--- src/rtl/fir_output_stage_if.sv ---
// Handshake and chain bundle for the FIR output stage.
// The stage itself connects through the slave view.
interface fir_output_stage_if #(
  parameter int unsigned CHAIN_WIDTH = 40,
  parameter int unsigned OUT_WIDTH   = 18
);
  logic                          s_valid_i;
  logic                          s_ready_o;
  logic                          chain_en_o;
  logic                          chain_clr_o;
  logic signed [CHAIN_WIDTH-1:0] chain_i;
  logic signed [OUT_WIDTH-1:0]   m_data_o;
  logic                          m_valid_o;
  logic                          m_ready_i;
  logic                          sat_o;
  logic                          sat_clr_i;

  modport slave (
    input  s_valid_i, chain_i, m_ready_i, sat_clr_i,
    output s_ready_o, chain_en_o, chain_clr_o, m_data_o, m_valid_o, sat_o
  );

  modport master (
    output s_valid_i, chain_i, m_ready_i, sat_clr_i,
    input  s_ready_o, chain_en_o, chain_clr_o, m_data_o, m_valid_o, sat_o
  );
endinterface

--- src/rtl/fir_output_stage.sv ---
// Output stage of the systolic FIR chain: priming, round/shift/saturate and a
// 2-entry output buffer whose fullness stalls the chain enable.
module fir_output_stage #(
  parameter int unsigned CHAIN_WIDTH  = 40,
  parameter int unsigned OUT_WIDTH    = 18,
  parameter int unsigned SHIFT        = 17,
  parameter int unsigned PIPE_LATENCY = 9
) (
  input logic               clk_i,
  input logic               rst_ni,
  fir_output_stage_if.slave bus
);

  localparam int unsigned EW = CHAIN_WIDTH + 1;
  localparam int unsigned PW = (PIPE_LATENCY > 0) ? $clog2(PIPE_LATENCY + 1) : 1;
  localparam logic [PW-1:0] PRIME_MAX = PW'(PIPE_LATENCY);
  localparam logic signed [EW-1:0] RND =
    (SHIFT > 0) ? (EW'(1) << (SHIFT - 1)) : '0;
  localparam logic signed [EW-1:0] SAT_MAX =
    EW'((64'sd1 <<< (OUT_WIDTH - 1)) - 64'sd1);
  localparam logic signed [EW-1:0] SAT_MIN = ~SAT_MAX;

  typedef enum logic {
    PRIMING,
    RUNNING
  } phase_e;

  phase_e                       phase;
  logic [PW-1:0]                prime;
  logic [1:0]                   occ;
  logic                         wr_ptr;
  logic                         rd_ptr;
  logic signed [OUT_WIDTH-1:0]  mem [2];
  logic                         sat;

  logic                         ready;
  logic                         chain_en;
  logic                         push;
  logic                         pop;

  logic signed [EW-1:0]         ext;
  logic signed [EW-1:0]         rounded;
  logic signed [EW-1:0]         shifted;
  logic signed [OUT_WIDTH-1:0]  result;
  logic                         clamped;

  // Ready never looks at m_ready_i, so downstream cannot form a loop into the chain.
  assign ready    = rst_ni & (occ != 2'd2);
  assign chain_en = bus.s_valid_i & ready;
  assign phase    = (prime == PRIME_MAX) ? RUNNING : PRIMING;
  assign push     = chain_en & (phase == RUNNING);
  assign pop      = (occ != 2'd0) & bus.m_ready_i;

  assign bus.s_ready_o   = ready;
  assign bus.chain_en_o  = chain_en;
  assign bus.chain_clr_o = ~rst_ni;
  assign bus.m_valid_o   = (occ != 2'd0);
  assign bus.m_data_o    = mem[rd_ptr];
  assign bus.sat_o       = sat;

  always_comb begin
    ext     = {bus.chain_i[CHAIN_WIDTH-1], bus.chain_i};
    rounded = ext + RND;
    shifted = rounded >>> SHIFT;
    clamped = 1'b0;
    result  = shifted[OUT_WIDTH-1:0];
    if (shifted > SAT_MAX) begin
      result  = SAT_MAX[OUT_WIDTH-1:0];
      clamped = 1'b1;
    end else if (shifted < SAT_MIN) begin
      result  = SAT_MIN[OUT_WIDTH-1:0];
      clamped = 1'b1;
    end
  end

  always_ff @(posedge clk_i or negedge rst_ni) begin
    if (!rst_ni) begin
      prime <= '0;
    end else if (chain_en && (phase == PRIMING)) begin
      prime <= prime + 1'b1;
    end
  end

  always_ff @(posedge clk_i or negedge rst_ni) begin
    if (!rst_ni) begin
      occ    <= '0;
      wr_ptr <= 1'b0;
      rd_ptr <= 1'b0;
      mem[0] <= '0;
      mem[1] <= '0;
    end else begin
      if (push) begin
        mem[wr_ptr] <= result;
        wr_ptr      <= ~wr_ptr;
      end
      if (pop) begin
        rd_ptr <= ~rd_ptr;
      end
      case ({push, pop})
        2'b10:   occ <= occ + 2'd1;
        2'b01:   occ <= occ - 2'd1;
        default: occ <= occ;
      endcase
    end
  end

  // A clamped push outranks a same-cycle clear.
  always_ff @(posedge clk_i or negedge rst_ni) begin
    if (!rst_ni) begin
      sat <= 1'b0;
    end else if (push && clamped) begin
      sat <= 1'b1;
    end else if (bus.sat_clr_i) begin
      sat <= 1'b0;
    end
  end

endmodule

--- src/flat_wrapper.sv ---
// flat-port wrapper written by rule: the top's interface ports become plain ports
module fir_output_stage_flat 
#(
  parameter int unsigned CHAIN_WIDTH  = 40,
  parameter int unsigned OUT_WIDTH    = 18,
  parameter int unsigned SHIFT        = 17,
  parameter int unsigned PIPE_LATENCY = 9
)
  (clk_i, rst_ni, bus_s_valid_i, bus_chain_i, bus_m_ready_i, bus_sat_clr_i, bus_s_ready_o, bus_chain_en_o, bus_chain_clr_o, bus_m_data_o, bus_m_valid_o, bus_sat_o);
  fir_output_stage_if #(.CHAIN_WIDTH(CHAIN_WIDTH), .OUT_WIDTH(OUT_WIDTH)) bus_i ();
  input logic clk_i;
  input logic rst_ni;
  input wire logic [$bits(bus_i.s_valid_i)-1:0] bus_s_valid_i;
  input wire logic [$bits(bus_i.chain_i)-1:0] bus_chain_i;
  input wire logic [$bits(bus_i.m_ready_i)-1:0] bus_m_ready_i;
  input wire logic [$bits(bus_i.sat_clr_i)-1:0] bus_sat_clr_i;
  output wire logic [$bits(bus_i.s_ready_o)-1:0] bus_s_ready_o;
  output wire logic [$bits(bus_i.chain_en_o)-1:0] bus_chain_en_o;
  output wire logic [$bits(bus_i.chain_clr_o)-1:0] bus_chain_clr_o;
  output wire logic [$bits(bus_i.m_data_o)-1:0] bus_m_data_o;
  output wire logic [$bits(bus_i.m_valid_o)-1:0] bus_m_valid_o;
  output wire logic [$bits(bus_i.sat_o)-1:0] bus_sat_o;
  assign bus_i.s_valid_i = bus_s_valid_i;
  assign bus_i.chain_i = bus_chain_i;
  assign bus_i.m_ready_i = bus_m_ready_i;
  assign bus_i.sat_clr_i = bus_sat_clr_i;
  assign bus_s_ready_o = bus_i.s_ready_o;
  assign bus_chain_en_o = bus_i.chain_en_o;
  assign bus_chain_clr_o = bus_i.chain_clr_o;
  assign bus_m_data_o = bus_i.m_data_o;
  assign bus_m_valid_o = bus_i.m_valid_o;
  assign bus_sat_o = bus_i.sat_o;
  fir_output_stage #(.CHAIN_WIDTH(CHAIN_WIDTH), .OUT_WIDTH(OUT_WIDTH), .SHIFT(SHIFT), .PIPE_LATENCY(PIPE_LATENCY)) u_core (.clk_i(clk_i), .rst_ni(rst_ni), .bus(bus_i));
endmodule
--- config.mk ---
export PLATFORM = sky130hd
export DESIGN_NAME = fir_output_stage_flat
export DESIGN_NICKNAME = d
export VERILOG_FILES = /design/src/rtl/fir_output_stage_if.sv /design/src/rtl/fir_output_stage.sv /design/src/flat_wrapper.sv
export SDC_FILE = /design/constraint.sdc
export NUM_CORES = 1
export LEC_CHECK = 0
export ABC_AREA = 1
export ABC_CLOCK_PERIOD_IN_PS = 2270
export CAP_MARGIN = 25
export CORE_ASPECT_RATIO = 0.6
export CORE_MARGIN = 1.5
export CORE_UTILIZATION = 51
export CTS_CLUSTER_SIZE = 30
export DETAILED_ROUTE_END_ITERATION = 8
export PLACE_DENSITY = 0.81
export SLEW_MARGIN = 20
export SYNTH_ARGS = -nofsm -noshare
export SYNTH_HDL_FRONTEND = slang
export SYNTH_SLANG_ARGS = --single-unit
--- constraint.sdc ---
create_clock -name clk_i -period 2.27 [get_ports clk_i]
set_input_delay 0.454 -clock clk_i [delete_from_list [all_inputs] [get_ports clk_i]]
set_output_delay 0.454 -clock clk_i [all_outputs]
set_load 0.01 [all_outputs]
Word-level counts from Yosys, hierarchy flattened
Cells that the tools add are included.
{ "totals": {"in_bits": 45, "register_bits": 45, "out_inout_bits": 23, "elab_cells": 50} }
{ "classes": {"n_eq_ne": 4, "mux": 14, "n_bitwise": 10, "reduce_logical": 6, "magnitude_cmp": 5, "add_sub_neg": 4} }
{ "ops": {"columns": ["op", "count"], "rows": [
  ["$mux 18", 6],
  ["$add 40x18->41 const B", 1],
  ["$bwmux 36", 1],
  ["$gt 24x18->1 const B", 1],
  ["$lt 24x18->1 const B", 1],
  ["$demux 18 s1", 1],
  ["$reduce_bool 2->1", 3],
  ["$mux 1", 5],
  ["$add 4x1->4 const B", 1],
  ["$and 1x1->1", 4],
  ["$eq 4x4->1 const B", 1],
  ["$ge 2x2->1 const B", 2],
  ["$not 1->1", 4],
  ["$not 1->2", 2],
  ["$pmux 2 s2", 1],
  ["$logic_and 1x1->1", 3],
  ["$add 2x1->2 const B", 1],
  ["$eq 2x1->1 const B", 1],
  ["$eq 2x2->1 const B", 1],
  ["$lt 2x1->1 const B", 1],
  ["$ne 2x2->1 const B", 1],
  ["$sub 2x1->2 const B", 1]
]} }

Depth between registers and ports, before layout
Gate-level depths: netlist (run 1).
{ "logic_depth": {"ltp_word": 6, "depth_mapped": 16, "ltp_nobuf": 15} }

Worst setup path before layout (run 1)
OpenSTA, ideal clock, no wires.
{ "synth_path": {"path_kind": "input -> register", "from": "input bus_chain_i[16]", "to": "register u_core.mem[18] (netlist name)", "cell_stages": 14, "t_required_ps": 2153, "setup_ps": 117, "arrival_ps": 1790, "path_buffers": 1, "path_slack_ps": 363, "path_cell_list": "ha_1 nand2_1 inv_1 nand2_1 nor2_4 nand3_1 nand2_1 nand2_1 nand3b_2 nand2_4 buf_12 nand2_2 nand2_1 nand2_1"} }
{ "synth_between": {"elab_chain_len": 5, "elab_cells_between_ends": 6, "classes_between": "1 x add/sub; 2 x order compare; 3 x mux"} }
{ "synth_rtl": {"columns": ["item", "line_no", "source"], "rows": [
  ["start: declaration", "flat_wrapper.sv:14", "input wire logic [$bits(bus_i.chain_i)-1:0] bus_chain_i;"],
  ["$add 40x18->41 (*)", "fir_output_stage.sv:63", "rounded = ext + RND;"],
  ["$lt 24x18->1", "fir_output_stage.sv:70", "end else if (shifted < SAT_MIN) begin"],
  ["$mux 18", "fir_output_stage.sv:70", null],
  ["$mux 18 (*)", "fir_output_stage.sv:67", "if (shifted > SAT_MAX) begin"],
  ["$bwmux 36 (*)", "fir_output_stage.sv:93", "mem[wr_ptr] <= result;"],
  ["end signal: indexed assignment", "fir_output_stage.sv:93", null],
  ["end: declaration", "fir_output_stage.sv:33", "logic signed [OUT_WIDTH-1:0] mem [2];"]
]} }
Every way passes the cells marked *; elsewhere a longest branch is shown, timed or not.
A chain may end at the register's enable or synchronous reset.

Worst setup path in the final report (run 1)
{ "layout_path": {"from": "input bus_chain_i[33]", "to": "register u_core.mem[3] (netlist name)"} }
Same word-level chain as after synthesis.

==> results by group, run 1 <==
Synth
  • Mean post-synth cell area: 6.91 um^2
  • Ys async rst share: 100%
  • FF+latch count, synth: 45
  • Register area share after synthesis: 38.4%
  • Largest area contributor in the netlist: dfrtp_1
  • Ys flop type: dfrtp_1
  • Mapped Cells: 424
  • Commonest cells post-synth: nand2_1 (226), dfrtp_1 (45), inv_1 (25)
  • Count leader, synth: nand2_1
  • Mapped Nets: 473
  • Top cell type's share of synthesized area: 38.4%
  • Synthesized area: 0.00293 mm^2
  • Distinct cell type count after synthesis: 29
  • Syn. warnings: 0
  • Top cells by area, synth: dfrtp_1 (38%), nand2_1 (29%), nand2_2 (4.7%)
  • Post-synth EDFFs: 0

Die
  • Die area: 0.00622 mm^2
  • Core Region: about 0.0055 mm^2
  • Width of the die: between 100 and 150 um
  • Initial core utilization: roughly 53%
  • Die H: a little over 60 um
  • Io pins: ~70
  • Rows: 21

Final layout
  • Area occupied by multi-input gates: 0.00180 mm^2
  • Fraction of layout cells with a size suffix above 1: ~24%
  • Filler cells: 406
  • Area growth, synth to finish: 41.3%
  • Nets: 577
  • Antenna cells: 0
  • Register area: 0.00113 mm^2

Hold path
  • Worst hold path class: in2async

Drt
  • Wirelength per Cell: 13.2 um
  • Initial DRC count: 238
  • Vias per Instance: slightly below 5
  • Post-DRT Antenna Nets: 0
  • Pre-antenna DRT Iters: 4
  • Vias: about 3,000
  • DR DRC count: 0
  • Final WL: 8040 um

Clock network
  • H-tree Lvls: 2
  • CTS tree: built
  • Clock Tree Buf Depth: 2
  • Worst-path clk slew: ~0.090 ns
  • # clock sinks: 45
  • CTS buffer count: 5
  • Clock Root Buffer: clkbuf_8
  • Post-CTS Hold Fix Bufs: 0
  • Insertion delay to the later sink of the worst-skew pair: 0.31 ns

Setup path
  • Top delay family on crit path: simple AND/OR/NAND/NOR gates
  • Worst setup SP type: primary input
  • Flop2flop setup slack: roughly 0.42 ns
  • Crit path top cell by count: nand2_1
  • WP data required: ~2.5 ns
  • CP arrival: 2.41 ns
  • Crit path kind: in2reg
  • Crit path max fanout: 4
  • Worst path buffer plus inverter count: 2
  • CP Cell Sequence: clkdlybuf4s50_1, nand2_1, nor2_4, buf_4, and2_1, nand3_1, nand2_1, nand2_1, nand3b_4, nand2_2, nand2_2, nand2_1, nand2_1
  • CP peak stage delay: 0.48 ns
  • Slowest CP cell: clkdlybuf4s50_1
  • Crit end category: flop

STA
  • Tcrit/Tclk final: between 90% and 100%
  • Worst-Margin Slew: 0.561 ns
  • Max Slew Vio Count: 0
  • FMAX: 451 MHz
  • Setup Skew: 0.0113 ns
  • Final-report hold violation count: 0
  • Rel. slew slack: 62.6%
  • Final period demand of the worst path: around 2.2 ns
  • Endpoints failing setup: 0
  • Final worst setup slack: 0.0534 ns
  • RSZ-0062 raised after global routing: true

Global routing
  • First-pass GRT wire length: 11,600 um
  • Vias in the first global route: about 2,500
  • Total grt overflow: 0
  • GRT Total Usage: 24.6%
  • Antenna violations before repair: 0
  • Pin count of the biggest net entering global routing: 46

Placement
  • Port bufs: 51
  • Detail Placement HPWL: 5510 um
  • Placer Congestion: around 0.91
  • Place WS: -0.370 ns

Run
  • # Max-Cap Violations: 0

Power and ir drop
  • Power, Total: just under 3000 uW
  • Worst VDD drop: between 400 and 500 uV
  • Cell leakage power: around 0.0023 uW
  • PwrDens: 715 mW/mm^2

Outcome
  • Status: completed
## state kept, by name, indices dropped and copies added (netlist names)
name              cells
u_core.occ            2
u_core.wr_ptr         1
u_core.prime          4
u_core.mem           36
u_core.bus.sat_o      1
u_core.rd_ptr         1
## through the flow
stage	util, %	hold slack [ns]	area (um^2)	std cells	setup TNS (ns)
after global routing	74.7	0.300	4140	609	-1.20
after global placement	68.4	0.462	3790	590	-8.87
final	74.7	0.249	4140	609	0
after floorplan	-	0.158	2930	424	0
after CTS	70.3	0.277	3900	598	0
after detailed placement	68.4	0.465	3790	590	-11.08
## kinds of logic (layout without fill, tap and decap cells)
group	Yosys count	count (layout)	synth area share [%]
AND/OR/NAND/NOR	308	314	45.5
flip-flops	45	45	38.4
buffers and inverters	37	136	6.19
XOR/XNOR	19	19	5.68
AO/OA/AOI/OAI	11	11	2.52
adder cells (fa/ha/maj)	4	4	1.71
## cells in the final DEF, fill, tap and decap left out, drive strengths merged, types with 2 or more instances in the layout
cell and n:
a21oi 5, and2 2, buf 50, clkbuf 5, clkdlybuf4s50 35, clkinv 2, clkinvlp 2, dfrtp 45
dlymetal6s2s 15, ha 4, inv 27, nand2 256, nand3 13, nand4 3, nor2 37, nor3 2
o21ai 4, xnor2 5, xor2 14
## worst register-to-register path, delay by kind of cell (launching register included)
family | cells | cell delay, ns
buffers and inverters | 2 | 0.20
and+or+nand+nor | 2 | 0.31
AOI/OAI and AO/OA | 3 | 0.37
adders and majority gates | 1 | 0.31
xor gates and xnor gates | 1 | 0.15
DFF | 1 | 0.41
## layout make-up
type	instances	share of cell area [%]
clock buffers	5	1.66
clock inverters	3	0.514
inverters	28	2.66
multi-input cells	348	43.6
flip-flops and latches	45	27.2
well taps	80	2.42
repair buffers	100	22.0
## path summary, 6_finish.rpt
path	from	endpoint	cells past startpoint
setup / recovery	bus_chain_i[33]	u_core.mem[3]$_DFFE_PN0P_	13
hold / removal	rst_ni	u_core.mem[30]$_DFFE_PN0P_	2
setup reg to reg	u_core.occ[0]$_DFFE_PN0P_	u_core.occ[1]$_DFFE_PN0P_	9
hold reg to reg	u_core.mem[1]$_DFFE_PN0P_	u_core.mem[1]$_DFFE_PN0P_	2
max in group asynchronous	rst_ni	u_core.mem[21]$_DFFE_PN0P_	2
min in group clk_i	u_core.mem[1]$_DFFE_PN0P_	u_core.mem[1]$_DFFE_PN0P_	2
## power by group
part           total, uW  internal [uW]  leakage (uW)  switching, uW
Combinational       1250            595       0.00164            658
Clock                512            219     0.0000445            293
Sequential          1200           1040      0.000582            157
Total               2960           1850       0.00227           1110
## what timing repair did
| action | in CTS | in global routing |
|---|---|---|
| pin swaps | 0 | 19 |
| endpoints found under the setup margin | 8 | 38 |
| setup buffers | 0 | 5 |
| gates resized for setup | 2 | 44 |
| gates cloned | 0 | 6 |
## routing by layer
| layer | routed length, um | up-vias | global-route usage [%] |
|---|---|---|---|
| met3 | 538 | 12 | 5.26 |
| met4 | 83 | 0 | 4.83 |
| met1 | 3780 | 1355 | 36.2 |
| met5 | 0 | - | 0 |
| met2 | 3630 | 103 | 38.0 |
| li1 | - | 1502 | - |
No activity file was read; power rests on OpenSTA's default activity.
==> inputs of run 2 (changes only) <==
--- a/config.mk
+++ b/config.mk
@@ -9,11 +9,10 @@
 export ABC_CLOCK_PERIOD_IN_PS = 2270
 export CAP_MARGIN = 25
 export CORE_ASPECT_RATIO = 0.6
-export CORE_MARGIN = 1.5
-export CORE_UTILIZATION = 51
+export CORE_MARGIN = 2
+export CORE_UTILIZATION = 28
 export CTS_CLUSTER_SIZE = 30
 export DETAILED_ROUTE_END_ITERATION = 8
-export PLACE_DENSITY = 0.81
 export SLEW_MARGIN = 20
 export SYNTH_ARGS = -nofsm -noshare
 export SYNTH_HDL_FRONTEND = slang
==> results by group, run 2 (same netlist as run 1, synthesis figures left out) <==
Die
  • Initial core utilization: 29.2%
  • Die H: 83.2 um
  • Die area: approximately 0.011 mm^2
  • Io pins: 68
  • Rows: 28
  • Core Region: 0.0100 mm^2
  • Width of the die: 136 um

Drt
  • Post-DRT Antenna Nets: 0
  • DR DRC count: 0
  • Final WL: 8850 um
  • Wirelength per Cell: 13.2 um
  • Pre-antenna DRT Iters: 5
  • Initial DRC count: 234
  • Vias: 3,015
  • Vias per Instance: 4.49

Clock network
  • Clock Tree Buf Depth: 2
  • Worst-path clk slew: 0.06 ns
  • CTS buffer count: 5
  • Insertion delay to the later sink of the worst-skew pair: around 0.29 ns
  • Post-CTS Hold Fix Bufs: 0
  • CTS tree: built
  • Clock Root Buffer: clkbuf_16
  • H-tree Lvls: 2
  • # clock sinks: 45

STA
  • Worst-Margin Slew: ~0.57 ns
  • Final period demand of the worst path: around 2.1 ns
  • Setup Skew: 0.00403 ns
  • Rel. slew slack: 62.1%
  • Endpoints failing setup: 0
  • Tcrit/Tclk final: a little over nine tenths
  • TNS Setup: 0 ns
  • Final-report hold violation count: 0
  • FMAX: 468 MHz
  • Max Slew Vio Count: 0

Global routing
  • Total grt overflow: 0
  • Vias in the first global route: ~3,000
  • GRT Total Usage: around 16%
  • First-pass GRT wire length: 14,400 um
  • Antenna violations before repair: 0
  • Pin count of the biggest net entering global routing: 46

Setup path
  • Crit path max fanout: 4
  • WP data required: 2.50 ns
  • Worst Reg2Reg Path Length in Cells: 9
  • Crit end category: flop
  • CP arrival: 2.36 ns
  • Crit path kind: in2reg
  • Worst setup SP type: primary input

Power and ir drop
  • PwrDens: 745 mW/mm^2
  • Cell leakage power: 0.00234 uW
  • Power, Total: roughly 3200 uW
  • Worst VDD drop: 365 uV

Final layout
  • Top Registers: u_core.mem: 36 flops, u_core.prime: 4 flops, u_core.occ: 2 flops
  • Nets: 585
  • Area growth, synth to finish: 47.5%
  • Antenna cells: 0
  • Cell area after layout: 0.00432 mm^2
  • Filler cells: 991
  • Largest Register: u_core.mem
  • Fraction of layout cells with a size suffix above 1: approximately 25%
  • Max reg flops: 36
  • Most common cell after layout, fill and taps aside: nand2_1
  • Commonest cells after routing, fill and taps aside: nand2_1 (216), buf_4 (58), dfrtp_1 (45)

Run
  • # Max-Cap Violations: 0

Hold path
  • Worst hold path class: in2async

Placement
  • Placer Congestion: roughly 0.87
  • Dpl cell area: 0.00390 mm^2
  • Detail Placement HPWL: roughly 6300 um
  • Port bufs: 51

Outcome
  • Status: completed
==> run 2: cell types whose count changed in the layout (fill, tap and decap cells not counted), sizes merged <==
cell           change
dlymetal6s2s       +2
clkinvlp           -1
clkdlybuf4s50      -2
inv                -1
clkinv             -1
clkbuf             +3
nand2              -1
buf                +9
==> run 2: area by class of cell <==
| class | instances | area [um^2] | area share, % |
|---|---|---|---|
| Tap cell | 135 | 169 | 3.91 |
| Inverter | 28 | 110 | 2.55 |
| Multi-Input combinational cell | 347 | 1800 | 41.6 |
| Sequential cell | 45 | 1130 | 26.1 |
| Timing Repair Buffer | 109 | 983 | 22.8 |
| Clock buffer | 8 | 136 | 3.16 |
==> run 2: repair_timing <==
item	in CTS	in global routing
buffers inserted	1	7
pin swaps	3	22
gates cloned	2	3
gates resized for setup	10	42
endpoints found under the setup margin	35	37
==> run 2: power breakdown <==
part           total (uW)  internal, uW  switching (uW)  leakage [uW]
Clock                 709           410             299     0.0000652
Sequential           1190          1040             150      0.000582
Combinational        1320           616             702       0.00169
Total                3220          2070            1150       0.00234
==> run 2: critical path, cell delays in order <==
cell	delay, ns
clkdlybuf4s50_1	0.48
buf_4	0.12
nand4_1	0.19
nor2_1	0.19
nand3_1	0.12
nand2_2	0.10
nand2_1	0.06
inv_2	0.07
nand3_4	0.16
nand2_4	0.16
nand2_1	0.07
nand2_1	0.09
nand2_1	0.06
nand2_1	0.05
==> run 2: through the flow <==
step	worst slack [ns]	cells	util [%]	hold WS, ns
4_1_cts	0.0149	662	41.1	0.362
5_1_grt	-0.0199	672	43.1	0.396
3_5_place_dp	-0.485	651	39.0	0.465
6_report	0.135	672	43.1	0.303
3_3_place_gp	-0.400	651	39.0	0.463
2_1_floorplan	0.363	424	-	0.158
==> run 2: worst paths after layout <==
path	endpoint	slack [ns]	startpoint
worst max-delay path	u_core.mem[26]$_DFFE_PN0P_	0.14	bus_chain_i[33]
worst min-delay path	u_core.mem[7]$_DFFE_PN0P_	0.30	rst_ni
max in group asynchronous	u_core.mem[22]$_DFFE_PN0P_	1.58	rst_ni
min in group clk_i	u_core.mem[14]$_DFFE_PN0P_	0.48	u_core.mem[14]$_DFFE_PN0P_
worst min register to register	u_core.mem[14]$_DFFE_PN0P_	0.48	u_core.mem[14]$_DFFE_PN0P_
worst max register to register	u_core.occ[1]$_DFFE_PN0P_	0.43	u_core.prime[1]$_DFFE_PN0P_
==> run 2: routing by layer <==
layer	wire length, um	part of all wire, %	GRT usage (%)
met1	4620	52	23.9
met5	0	0	0
met3	525	5.9	4.03
met2	3630	41	22.8
met4	73	0.82	3.98
